<file path="src/rtl/alarm_clock_pkg.sv">
// alarm_clock_pkg: shared types, reset values and load validation for the alarm clock core.
package alarm_clock_pkg;

    typedef logic [3:0] bcd_t;

    typedef struct packed {
        bcd_t h1;
        bcd_t h0;
        bcd_t m1;
        bcd_t m0;
        bcd_t s1;
        bcd_t s0;
        logic pm;
    } hms_t;

    typedef enum logic [1:0] {IDLE, RINGING, SNOOZED} alarm_state_t;

    localparam hms_t HMS_RST_24 = '{h1: 4'd0, h0: 4'd0, m1: 4'd0, m0: 4'd0, s1: 4'd0, s0: 4'd0, pm: 1'b0};
    localparam hms_t HMS_RST_12 = '{h1: 4'd1, h0: 4'd2, m1: 4'd0, m0: 4'd0, s1: 4'd0, s0: 4'd0, pm: 1'b0};

    function automatic logic bcd_hms_valid(input hms_t t, input logic mode12);
        logic [6:0] hrs;
        hrs = 7'(t.h1) * 7'd10 + 7'(t.h0);
        return t.h1 <= 4'd9 && t.h0 <= 4'd9 && t.m1 <= 4'd5 && t.m0 <= 4'd9 &&
               t.s1 <= 4'd5 && t.s0 <= 4'd9 &&
               (mode12 ? (hrs >= 7'd1 && hrs <= 7'd12) : hrs <= 7'd23);
    endfunction

endpackage

</file>
<file path="src/rtl/bcd_time_counter.sv">
// bcd_time_counter: seconds prescaler and BCD HH:MM:SS register with load and 12h/24h rollover.
module bcd_time_counter
    import alarm_clock_pkg::*;
#(
    parameter int CLK_HZ   = 50000000,
    parameter bit MODE_12H = 1'b0
) (
    input  logic clk,
    input  logic rst_n,
    input  logic load,
    input  hms_t load_val,
    output hms_t time_q,
    output hms_t time_nxt,
    output logic tick,
    output logic min_roll
);
    localparam int PW = $clog2(CLK_HZ);

    logic [PW-1:0] presc;
    logic tick_raw, c_s0, c_s1, c_m0, c_m1;

    assign tick_raw = presc == PW'(CLK_HZ - 1);
    // a load in the tick cycle swallows that tick, so downstream never sees it
    assign tick     = tick_raw && !load;
    assign min_roll = tick && c_s1;

    always_comb begin
        c_s0 = time_q.s0 == 4'd9;
        c_s1 = c_s0 && time_q.s1 == 4'd5;
        c_m0 = c_s1 && time_q.m0 == 4'd9;
        c_m1 = c_m0 && time_q.m1 == 4'd5;
        time_nxt = time_q;
        time_nxt.s0 = c_s0 ? 4'd0 : time_q.s0 + 4'd1;
        if (c_s0) time_nxt.s1 = c_s1 ? 4'd0 : time_q.s1 + 4'd1;
        if (c_s1) time_nxt.m0 = c_m0 ? 4'd0 : time_q.m0 + 4'd1;
        if (c_m0) time_nxt.m1 = c_m1 ? 4'd0 : time_q.m1 + 4'd1;
        if (c_m1) begin
            if (MODE_12H && time_q.h1 == 4'd1 && time_q.h0 == 4'd1) begin
                time_nxt.h0 = 4'd2;
                time_nxt.pm = ~time_q.pm;
            end else if (MODE_12H && time_q.h1 == 4'd1 && time_q.h0 == 4'd2) begin
                time_nxt.h1 = 4'd0;
                time_nxt.h0 = 4'd1;
            end else if (!MODE_12H && time_q.h1 == 4'd2 && time_q.h0 == 4'd3) begin
                time_nxt.h1 = 4'd0;
                time_nxt.h0 = 4'd0;
            end else if (time_q.h0 == 4'd9) begin
                time_nxt.h1 = time_q.h1 + 4'd1;
                time_nxt.h0 = 4'd0;
            end else begin
                time_nxt.h0 = time_q.h0 + 4'd1;
            end
        end
    end

    always_ff @(posedge clk or negedge rst_n) begin
        if (!rst_n) begin
            presc  <= '0;
            time_q <= MODE_12H ? HMS_RST_12 : HMS_RST_24;
        end else if (load) begin
            presc  <= '0;
            time_q <= load_val;
        end else begin
            presc <= tick_raw ? '0 : presc + 1'b1;
            if (tick_raw) time_q <= time_nxt;
        end
    end

endmodule

</file>
<file path="src/rtl/alarm_clock_core.sv">
// alarm_clock_core: timekeeping, alarm register, alarm/snooze FSM and BCD display mux.
module alarm_clock_core
    import alarm_clock_pkg::*;
#(
    parameter int CLK_HZ     = 50000000,
    parameter bit MODE_12H   = 1'b0,
    parameter int SNOOZE_MIN = 5,
    parameter int RING_MAX_S = 60
) (
    input  logic       clk_clk,
    input  logic       reset_reset_n,
    input  logic       set_valid,
    input  logic       set_target,
    input  logic [3:0] set_h1,
    input  logic [3:0] set_h0,
    input  logic [3:0] set_m1,
    input  logic [3:0] set_m0,
    input  logic [3:0] set_s1,
    input  logic [3:0] set_s0,
    input  logic       set_pm,
    output logic       set_err,
    input  logic       alarm_enable,
    input  logic       snooze,
    input  logic       stop,
    input  logic       display_sel,
    output logic [3:0] display_h1_export,
    output logic [3:0] display_h0_export,
    output logic [3:0] display_m1_export,
    output logic [3:0] display_m0_export,
    output logic [3:0] display_s1_export,
    output logic [3:0] display_s0_export,
    output logic       pm,
    output logic       alarm_active
);
    hms_t ld, time_q, time_nxt, alarm_q, shown;
    logic ok, time_load, alarm_load, tick, min_roll;
    alarm_state_t state, state_nxt;
    logic [7:0] ring_cnt, ring_nxt;
    logic [3:0] snz_cnt, snz_nxt;

    // alarm loads carry zero seconds so the match is a plain struct compare
    assign ld = '{h1: set_h1, h0: set_h0, m1: set_m1, m0: set_m0,
                  s1: set_target ? 4'd0 : set_s1, s0: set_target ? 4'd0 : set_s0,
                  pm: MODE_12H && set_pm};
    assign ok         = bcd_hms_valid(ld, MODE_12H);
    assign time_load  = set_valid && !set_target && ok;
    assign alarm_load = set_valid && set_target && ok;

    bcd_time_counter #(.CLK_HZ(CLK_HZ), .MODE_12H(MODE_12H)) u_counter (
        .clk      (clk_clk),
        .rst_n    (reset_reset_n),
        .load     (time_load),
        .load_val (ld),
        .time_q   (time_q),
        .time_nxt (time_nxt),
        .tick     (tick),
        .min_roll (min_roll)
    );

    always_comb begin
        state_nxt = state;
        ring_nxt  = ring_cnt;
        snz_nxt   = snz_cnt;
        if (!alarm_enable || alarm_load) begin
            state_nxt = IDLE;
        end else begin
            case (state)
                IDLE: if (tick && time_nxt == alarm_q) begin
                    state_nxt = RINGING;
                    ring_nxt  = '0;
                end
                RINGING: if (stop) begin
                    state_nxt = IDLE;
                end else if (snooze) begin
                    state_nxt = SNOOZED;
                    snz_nxt   = 4'(SNOOZE_MIN);
                    ring_nxt  = '0;
                end else if (tick) begin
                    state_nxt = ring_cnt == 8'(RING_MAX_S - 1) ? IDLE : RINGING;
                    ring_nxt  = ring_cnt + 8'd1;
                end
                SNOOZED: if (stop) begin
                    state_nxt = IDLE;
                end else if (min_roll) begin
                    state_nxt = snz_cnt == 4'd1 ? RINGING : SNOOZED;
                    snz_nxt   = snz_cnt - 4'd1;
                    ring_nxt  = '0;
                end
                default: state_nxt = IDLE;
            endcase
        end
    end

    always_ff @(posedge clk_clk or negedge reset_reset_n) begin
        if (!reset_reset_n) begin
            state    <= IDLE;
            ring_cnt <= '0;
            snz_cnt  <= '0;
            set_err  <= 1'b0;
            alarm_q  <= MODE_12H ? HMS_RST_12 : HMS_RST_24;
        end else begin
            state    <= state_nxt;
            ring_cnt <= ring_nxt;
            snz_cnt  <= snz_nxt;
            set_err  <= set_valid && !ok;
            if (alarm_load) alarm_q <= ld;
        end
    end

    assign alarm_active      = state == RINGING;
    assign shown             = display_sel ? alarm_q : time_q;
    assign display_h1_export = shown.h1;
    assign display_h0_export = shown.h0;
    assign display_m1_export = shown.m1;
    assign display_m0_export = shown.m0;
    assign display_s1_export = shown.s1;
    assign display_s0_export = shown.s0;
    assign pm                = shown.pm;

endmodule
</file>
<file path="config.mk">
export PLATFORM = sky130hd
export DESIGN_NAME = alarm_clock_core
export DESIGN_NICKNAME = d
export VERILOG_FILES = /design/src/rtl/alarm_clock_pkg.sv /design/src/rtl/bcd_time_counter.sv /design/src/rtl/alarm_clock_core.sv
export SDC_FILE = /design/constraint.sdc
export NUM_CORES = 1
export LEC_CHECK = 0
export CAP_MARGIN = 10
export CORE_ASPECT_RATIO = 0.8
export CORE_MARGIN = 4
export CORE_UTILIZATION = 45
export CTS_CLUSTER_DIAMETER = 150
export CTS_CLUSTER_SIZE = 28
export DETAILED_ROUTE_END_ITERATION = 7
export PLACE_DENSITY = 0.67
export RECOVER_POWER = 25
export SLEW_MARGIN = 20
export SYNTH_ARGS = -nofsm -noshare
export SYNTH_HDL_FRONTEND = slang
export SYNTH_SLANG_ARGS = --single-unit
export TNS_END_PERCENT = 50
</file>
<file path="constraint.sdc">
create_clock -name clk_clk -period 7.25 [get_ports clk_clk]
set_input_delay 1.0875 -clock clk_clk [delete_from_list [all_inputs] [get_ports clk_clk]]
set_output_delay 1.0875 -clock clk_clk [all_outputs]
set_load 0.02 [all_outputs]
</file>
==> qor.txt, run 1 <==
STATUS
--------------------------------------------------------------------------------
Run status                                                          finished, violations left
Violations in the final reports                                     max-capacitance violations, max-slew violations

LOGIC SYNTHESIS
--------------------------------------------------------------------------------
Most area-hungry cell type in the Yosys netlist                          dfrtp_1
Netlist Area Pre-Place                                              0.00603 sq mm
Leading post-synthesis cells by cell area                           dfrtp_1 (37%), mux2_2 (6.0%), xnor2_1 (4.9%)
Distinct cells, synth                                                         68
Synthesized Nets                                                             729
Number of enable flip-flop cells after synthesis                               0
Share of flip-flops with an asynchronous set or reset                       100%
Area share of the leading cell type in the synthesized netlist             37.0%
Register area share after synthesis                                        37.0%
Synthesized flop and latch total                                              89
Synthesized netlist cell count                                               674
Synthesis warning total                                                        0
Commonest register cell after synthesis                                  dfrtp_1
Mean area per synthesized cell                                        8.94 sq um

SETUP PATH
--------------------------------------------------------------------------------
Cell family contributing the most delay on the critical path        simple AND/OR/NAND/NOR gates
Crit path max fanout                                                          15
CP Cell Sequence                                                    clkdlybuf4s50_1 -> ha_1 -> ha_1 -> inv_1 -> fa_1 -> a21boi_0 -> o2bb2ai_1 -> nand4_1 -> or4_1 -> buf_4 -> nand2_1 -> or3_1 -> nor2_1 -> xnor2_1 -> nand2b_1
Number of buffers and inverters on the critical path                           3
CP Capture Type                                                             flop
Cell with the largest stage delay on the worst path                        or4_1
Critical path class                                                       in2reg
Most used cell along the critical path                                      ha_1
Maximum single-stage delay on the critical path                          0.86 ns
Worst endpoint data arrival time                                         5.31 ns
Data required time at the worst endpoint                                 7.48 ns
Startpoint kind of the worst setup timing path                         input pin

FLOORPLANNING
--------------------------------------------------------------------------------
Core footprint                                                      0.0130 sq mm
Core Rows                                                                     37
Horizontal die dimension                                                  137 um
Initial Util                                                               46.5%
Die Span Y                                                                112 um
Die ar.                                                             0.0153 sq mm
Ports placed on the boundary                                                  60

STA
--------------------------------------------------------------------------------
Highest attainable clock frequency                                       197 MHz
Actual slew at the worst max-slew pin                                    2.49 ns
Unrepaired setup endpoints after global routing                            false
Final cycle utilization of the critical path                               70.0%
Final Setup Violations                                                         0
Accumulated negative setup slack                                            0 ns
Post-layout min period                                                   5.08 ns
Setup skew after layout                                               0.00936 ns
Final Hold Viols                                                               0
Slew Limit Headroom                                                       -65.7%
Number of max-slew violations in the final report                             92
Worst hold slack                                                        0.491 ns

GLOBAL ROUTE
--------------------------------------------------------------------------------
Wire length of the first global-routing pass                            25800 um
Met3 global-route usage                                                    4.43%
Grt ovf                                                                        0
Total global-route track usage                                             20.9%
Met2 Track Usage GR                                                        30.8%
Number of antenna violations at the first check in global routing              0
Maximum number of pins on one net before global-route repair                  46
Peak-usage layer in the global routing report                               met1
Vias in the first global route                                              5102
Global routing usage on met1                                               31.4%

CLOCK TREE
--------------------------------------------------------------------------------
Clock root buffer                                                      clkbuf_16
Max Buffers Root-to-Sink                                                       2
Reg clk slew, reported paths                                             0.06 ns
# hold bufs at CTS                                                             0
Clock network latency to the later pin of the worst-skew pair            0.35 ns
Clock buffers created by TritonCTS                                             9
CTS tree                                                                     yes
Deepest level of the CTS H-tree                                                3
Sinks on Clock Net                                                            89
Setup Fix Bufs, Post-CTS                                                       0
Resized Gates After CTS                                                        0

CELLS AND AREA
--------------------------------------------------------------------------------
# nets final                                                                 770
Core occupancy in the finished layout                                      53.8%
FF/Latch Area                                                       0.00223 sq mm
Inserted Diodes                                                                0
Synth-to-Final Area Change                                                 15.8%
Layout filler cell count                                                    1189
Area taken by multi-input logic gates                               0.00357 sq mm
Fin cells                                                                    894
Layout cell share with drive strength beyond 1                             7.93%

DRT
--------------------------------------------------------------------------------
Total iterations of the first detailed-routing run                             5
Via-per-instance ratio                                                      5.82
Number of nets with antenna violations after routing                           0
Total via count after detailed routing                                      5204
Wire length per cell                                                     17.5 um
Total wirelength of the detailed-routed design                          15600 um
DR iter-0 viols                                                              381
Drt drc                                                                        0

PLACEMENT
--------------------------------------------------------------------------------
Buffers on Ports                                                              57
Final GP Congestion                                                        0.937
Placed Cells                                                                 879
Post-detail-place hpwl                                                  11300 um

PWR
--------------------------------------------------------------------------------
Power per Cell Area                                                  201 mW/mm^2
Largest voltage drop on the vdd net                                     0.125 mV
Leakage power summed over all cells                                   0.00288 uW

FLOW RUN
--------------------------------------------------------------------------------
Max-capacitance violation count                                                2

HOLD PATH
--------------------------------------------------------------------------------
Hold Crit Class                                                          reg2reg

==> metrics by stage <==
stage / power, uW / setup WS (ns) / area [sq um]
detailed placement: 940 / 1.83 / 6700
floorplan: 818 / 3.39 / 6030
finish: 1410 / 2.17 / 6980
global placement: 927 / 1.98 / 6700
global route: 1480 / 1.54 / 6980
CTS: 1420 / 2.19 / 6990
==> power breakdown <==
part | internal, uW | switching (uW)
sequential | 543 | 68.5
combinational | 160 | 164
clock | 276 | 194
==> cell families (layout without fill, tap and decap cells) <==
family                   after synthesis  count (layout)  synth area share (%)
AND/OR/NAND/NOR                      271             271                  24.2
AO/OA/AOI/OAI                        141             141                  14.4
flip-flops                            89              89                  37.0
XOR/XNOR                              53              53                  7.70
buffers and inverters                 53              98                  3.88
multiplexers                          44              44                  7.97
adder cells (fa/ha/maj)               22              22                  4.82
other                                  1               1                0.0622
==> layout by cell type (no fill, tap or decap), types with 5 or more instances in the layout <==
cell	instances
a211oi_1	5
a21oi_1	52
a31oi_1	8
and2_1	10
and3_1	12
clkbuf_1	5
clkbuf_16	9
clkdlybuf4s50_1	56
dfrtp_1	89
ha_1	20
inv_1	20
mux2_2	32
mux2i_1	12
nand2_1	42
nand2b_1	17
nand3_1	25
nand3b_1	6
nand4_1	11
nand4b_1	5
nor2_1	73
nor2b_1	10
nor3_1	17
nor3b_1	5
nor4_1	10
o211ai_1	5
o21ai_0	30
or3_1	6
xnor2_1	34
xor2_1	19
==> final cells by class <==
class                   count  area share [%]
clock inverters             2           0.556
clock buffers              13            3.59
multi-input cells         532            51.1
inverters                  21            1.13
well taps                 175            3.14
flip-flops and latches     89            31.9
repair buffers             62            8.57
==> cell usage after synthesis (11+ instances only) <==
master / count
nand3_1: 25
a21oi_1: 52
nand4_1: 11
dfrtp_1: 89
clkbuf_1: 14
mux2i_1: 12
inv_1: 20
xor2_1: 19
o21ai_0: 30
nor2_1: 73
nand2b_1: 17
nor3_1: 17
mux2_2: 32
xnor2_1: 34
ha_1: 20
nand2_1: 42
and3_1: 12
==> state kept, by name (all words and copies together), names as in the netlist <==
signal / flops
u_counter.time_q: 24
snz_cnt: 4
u_counter.presc: 26
alarm_q: 24
ring_cnt: 8
set_err: 1
state: 2
==> layer usage <==
metal / vias to the layer above / routed length, um
met4: 0 / 171
met1: 2513 / 7550
met5: - / 0
met2: 186 / 6950
met3: 13 / 941
li1: 2492 / -
==> path summary, 6_finish.rpt <==
check | to | startpoint | depth (start not counted) | slack, ns
max | snz_cnt[2]$_DFFE_PN0P_ | set_h1[1] | 15 | 2.17
min | u_counter.presc[0]$_DFF_PN0_ | u_counter.presc[0]$_DFF_PN0_ | 1 | 0.49
max reg2reg | ring_cnt[2]$_DFFE_PN0P_ | u_counter.time_q[2]$_DFFE_PN0P_ | 9 | 3.24
min reg2reg | u_counter.presc[0]$_DFF_PN0_ | u_counter.presc[0]$_DFF_PN0_ | 1 | 0.49
max in group asynchronous | u_counter.time_q[20]$_DFFE_PN0P_ | reset_reset_n | 2 | 2.46
min in group asynchronous | u_counter.presc[19]$_DFF_PN0_ | reset_reset_n | 1 | 1.49
Note: power is estimated with default switching activity, not from simulation.
==> run 2, diff against run 1 <==
--- a/config.mk
+++ b/config.mk
@@ -12,7 +12,7 @@
 export CTS_CLUSTER_DIAMETER = 150
 export CTS_CLUSTER_SIZE = 28
 export DETAILED_ROUTE_END_ITERATION = 7
-export PLACE_DENSITY = 0.67
+export PLACE_DENSITY = 0.7
 export RECOVER_POWER = 25
 export SLEW_MARGIN = 20
 export SYNTH_ARGS = -nofsm -noshare
==> constraint.sdc (replaced) <==
create_clock -name clk_clk -period 4.4 [get_ports clk_clk]
set_input_delay 0.66 -clock clk_clk [delete_from_list [all_inputs] [get_ports clk_clk]]
set_output_delay 0.66 -clock clk_clk [all_outputs]
set_load 0.02 [all_outputs]
==> run 2 against run 1 <==
Compared with the run above: the run still ends with max-capacitance violations, max-slew violations left; count of clock-buffer cells in the layout decreased by 3; wire length decreased by 0.70%; clock skew decreased by 0.00096 ns; design area increased by 0.75%; first-iteration DRC count increased by 10%; die area unchanged; worst hold slack improved by 0.010 ns; critical path type unchanged; largest power group unchanged.
==> qor.txt, run 2 (synthesis gave the netlist of run 1 again) <==
DRT
-------------------------------------------------------------------------------------
Drt drc                                                                             0
Total via count after detailed routing                                           5224
Number of nets with antenna violations after routing                                0
DR iter-0 viols                                                                   420
Via-per-instance ratio                                                           5.81
Total wirelength of the detailed-routed design                               15500 um
Wire length per cell                                                          17.2 um
Total iterations of the first detailed-routing run                                  5

SETUP PATH
-------------------------------------------------------------------------------------
Number of buffers and inverters on the critical path                                2
CP Cell Sequence                                                         clkdlybuf4s50_1 -> ha_1 -> ha_1 -> inv_1 -> fa_1 -> nand2b_1 -> o2bb2ai_1 -> nand4_1 -> or4_1 -> nand2_1 -> or3_1 -> nor2_1 -> xnor2_1 -> nand2b_1
Data required time at the worst endpoint                                      4.63 ns
Startpoint kind of the worst setup timing path                              input pin
CP Capture Type                                                                  flop
Worst endpoint data arrival time                                              4.11 ns
Cell with the largest stage delay on the worst path                             or4_1
Maximum single-stage delay on the critical path                               0.66 ns
Crit path max fanout                                                                6
Critical path class                                                            in2reg
Cell family contributing the most delay on the critical path             simple AND/OR/NAND/NOR gates

GLOBAL ROUTE
-------------------------------------------------------------------------------------
Maximum number of pins on one net before global-route repair                       90
Grt ovf                                                                             0
Total global-route track usage                                                  20.5%
Wire length of the first global-routing pass                                 25400 um
Number of antenna violations at the first check in global routing                   0
Vias in the first global route                                                   5013

STA
-------------------------------------------------------------------------------------
Final Setup Violations                                                              0
Slew Limit Headroom                                                            -49.5%
Setup skew after layout                                                    0.00841 ns
Accumulated negative setup slack                                                 0 ns
Unrepaired setup endpoints after global routing                                 false
Final cycle utilization of the critical path                                    88.2%
Highest attainable clock frequency                                            258 MHz
Actual slew at the worst max-slew pin                                         2.24 ns
Final Hold Viols                                                                    0
Number of max-slew violations in the final report                                  90
Post-layout min period                                                        3.88 ns

CELLS AND AREA
-------------------------------------------------------------------------------------
Fin cells                                                                         899
Synth-to-Final Area Change                                                      16.6%
Core occupancy in the finished layout                                           54.2%
Layout cell share with drive strength beyond 1                                  9.25%
Most frequent standard cell in the layout excluding fill and tap cells        dfrtp_1
Inserted Diodes                                                                     0
Commonest cells after routing, fill and taps aside                       dfrtp_1 (89), nor2_1 (73), clkdlybuf4s50_1 (56), a21oi_1 (52), nand2_1 (42)
Register with the most flip-flops                                        u_counter.presc
Max FFs per register                                                               26
Regs by FF count                                                         u_counter.presc x26, alarm_q x24, u_counter.time_q x24
# nets final                                                                      776

FLOORPLANNING
-------------------------------------------------------------------------------------
Core footprint                                                           0.0130 sq mm
Core Rows                                                                          37
Horizontal die dimension                                                       137 um
Initial Util                                                                    46.5%
Die ar.                                                                  0.0153 sq mm
Die Span Y                                                                     112 um
Ports placed on the boundary                                                       60

CLOCK TREE
-------------------------------------------------------------------------------------
# hold bufs at CTS                                                                  0
Clock root buffer                                                           clkbuf_16
Setup Fix Bufs, Post-CTS                                                            0
Clock buffers created by TritonCTS                                                  9
Clock network latency to the later pin of the worst-skew pair                 0.34 ns
Resized Gates After CTS                                                             0
Sinks on Clock Net                                                                 89
CTS tree                                                                          yes
Reg clk slew, reported paths                                                  0.07 ns
Max Buffers Root-to-Sink                                                            2
Deepest level of the CTS H-tree                                                     3

PWR
-------------------------------------------------------------------------------------
Switch Pwr                                                                     707 uW
Power per Cell Area                                                       330 mW/mm^2
Leakage power summed over all cells                                        0.00292 uW
Combinational cell fraction of total power                                      23.1%
Cell-internal power                                                           1610 uW
Proportion of total power due to net switching                                  30.5%
Register share of total power                                                   43.4%
Largest voltage drop on the vdd net                                          0.190 mV
Tot Pwr                                                                       2320 uW
Power share of the clock group                                                  33.5%

PLACEMENT
-------------------------------------------------------------------------------------
Post-detail-place hpwl                                                       11400 um
Placed Cells                                                                      885
Buffers on Ports                                                                   57
Final GP Congestion                                                             0.926

HOLD PATH
-------------------------------------------------------------------------------------
Hold Crit Class                                                               reg2reg

STATUS
-------------------------------------------------------------------------------------
Run status                                                               finished, violations left
Violations in the final reports                                          max-capacitance violations, max-slew violations

FLOW RUN
-------------------------------------------------------------------------------------
Max-capacitance violation count                                                     1

-- run 2: cell count changes in the layout (fill, tap and decap cells not counted) --
cell      previous run  this run
clkinv_2             0         1
clkbuf_2             0         1
clkbuf_1             5         0
inv_6                0         2
clkinv_4             1         0
buf_4                4        11
-- run 2: final cells by class --
class                           count  area [sq um]
Fill cell                        1167          5930
Multi-Input combinational cell    532          3570
Sequential cell                    89          2230
Timing Repair Buffer               68           648
Clock buffer                       10           239
Tap cell                          175           219
Inverter                           21          78.8
Clock inverter                      4          52.6
-- run 2: worst paths after layout --
kind                                             startpoint                       endpoint  slack (ns)  cells past startpoint
max in group asynchronous                     reset_reset_n        alarm_q[17]$_DFFE_PN0P_        2.11                      1
hold / removal                      ring_cnt[0]$_DFFE_PN0P_        ring_cnt[0]$_DFFE_PN0P_        0.50                      1
setup reg to reg           u_counter.time_q[21]$_DFFE_PN0P_        ring_cnt[3]$_DFFE_PN0P_        0.81                     11
setup / recovery                                  set_h1[1]         snz_cnt[2]$_DFFE_PN0P_        0.52                     14
min in group asynchronous                     reset_reset_n  u_counter.presc[21]$_DFF_PN0_        0.96                      1
hold reg to reg                     ring_cnt[0]$_DFFE_PN0P_        ring_cnt[0]$_DFFE_PN0P_        0.50                      1
-- run 2: stage by stage --
step,hold slack (ns),worst slack [ns],cell area (sq um)
floorplan,0.364,0.968,6030
global placement,0.472,0.270,6740
detailed placement,0.491,0.182,6740
CTS,0.501,0.537,7030
global route,0.519,0.288,7030
finish,0.502,0.520,7030
-- run 2: power by group through the flow --
stage / Combinational, uW / Clock [uW] / Sequential, uW
3_3_place_gp: 517 / 0 / 1010
2_1_floorplan: 368 / 0 / 980
6_report: 536 / 776 / 1010
4_1_cts: 537 / 791 / 1000
3_5_place_dp: 536 / 0 / 1020
5_1_grt: 595 / 819 / 1020
-- run 2: layer usage --
metal / vias to the layer above / global-route usage, % / share of wire, % / wire, um
met4: 0 / 5.19 / 1.4 / 210
met5: - / 0 / 0 / 0
met2: 213 / 29.3 / 43 / 6720
met1: 2476 / 30.7 / 47 / 7330
met3: 24 / 5.42 / 8.0 / 1250
li1: 2511 / - / - / -
==> run 3, diff against run 2 <==
--- a/config.mk
+++ b/config.mk
@@ -14,6 +14,7 @@
 export DETAILED_ROUTE_END_ITERATION = 7
 export PLACE_DENSITY = 0.7
 export RECOVER_POWER = 25
+export SETUP_SLACK_MARGIN = 0.2
 export SLEW_MARGIN = 20
 export SYNTH_ARGS = -nofsm -noshare
 export SYNTH_HDL_FRONTEND = slang
==> results of run 3 <==
Same layout as run 2: the final DEF is identical, and so are final timing and power.
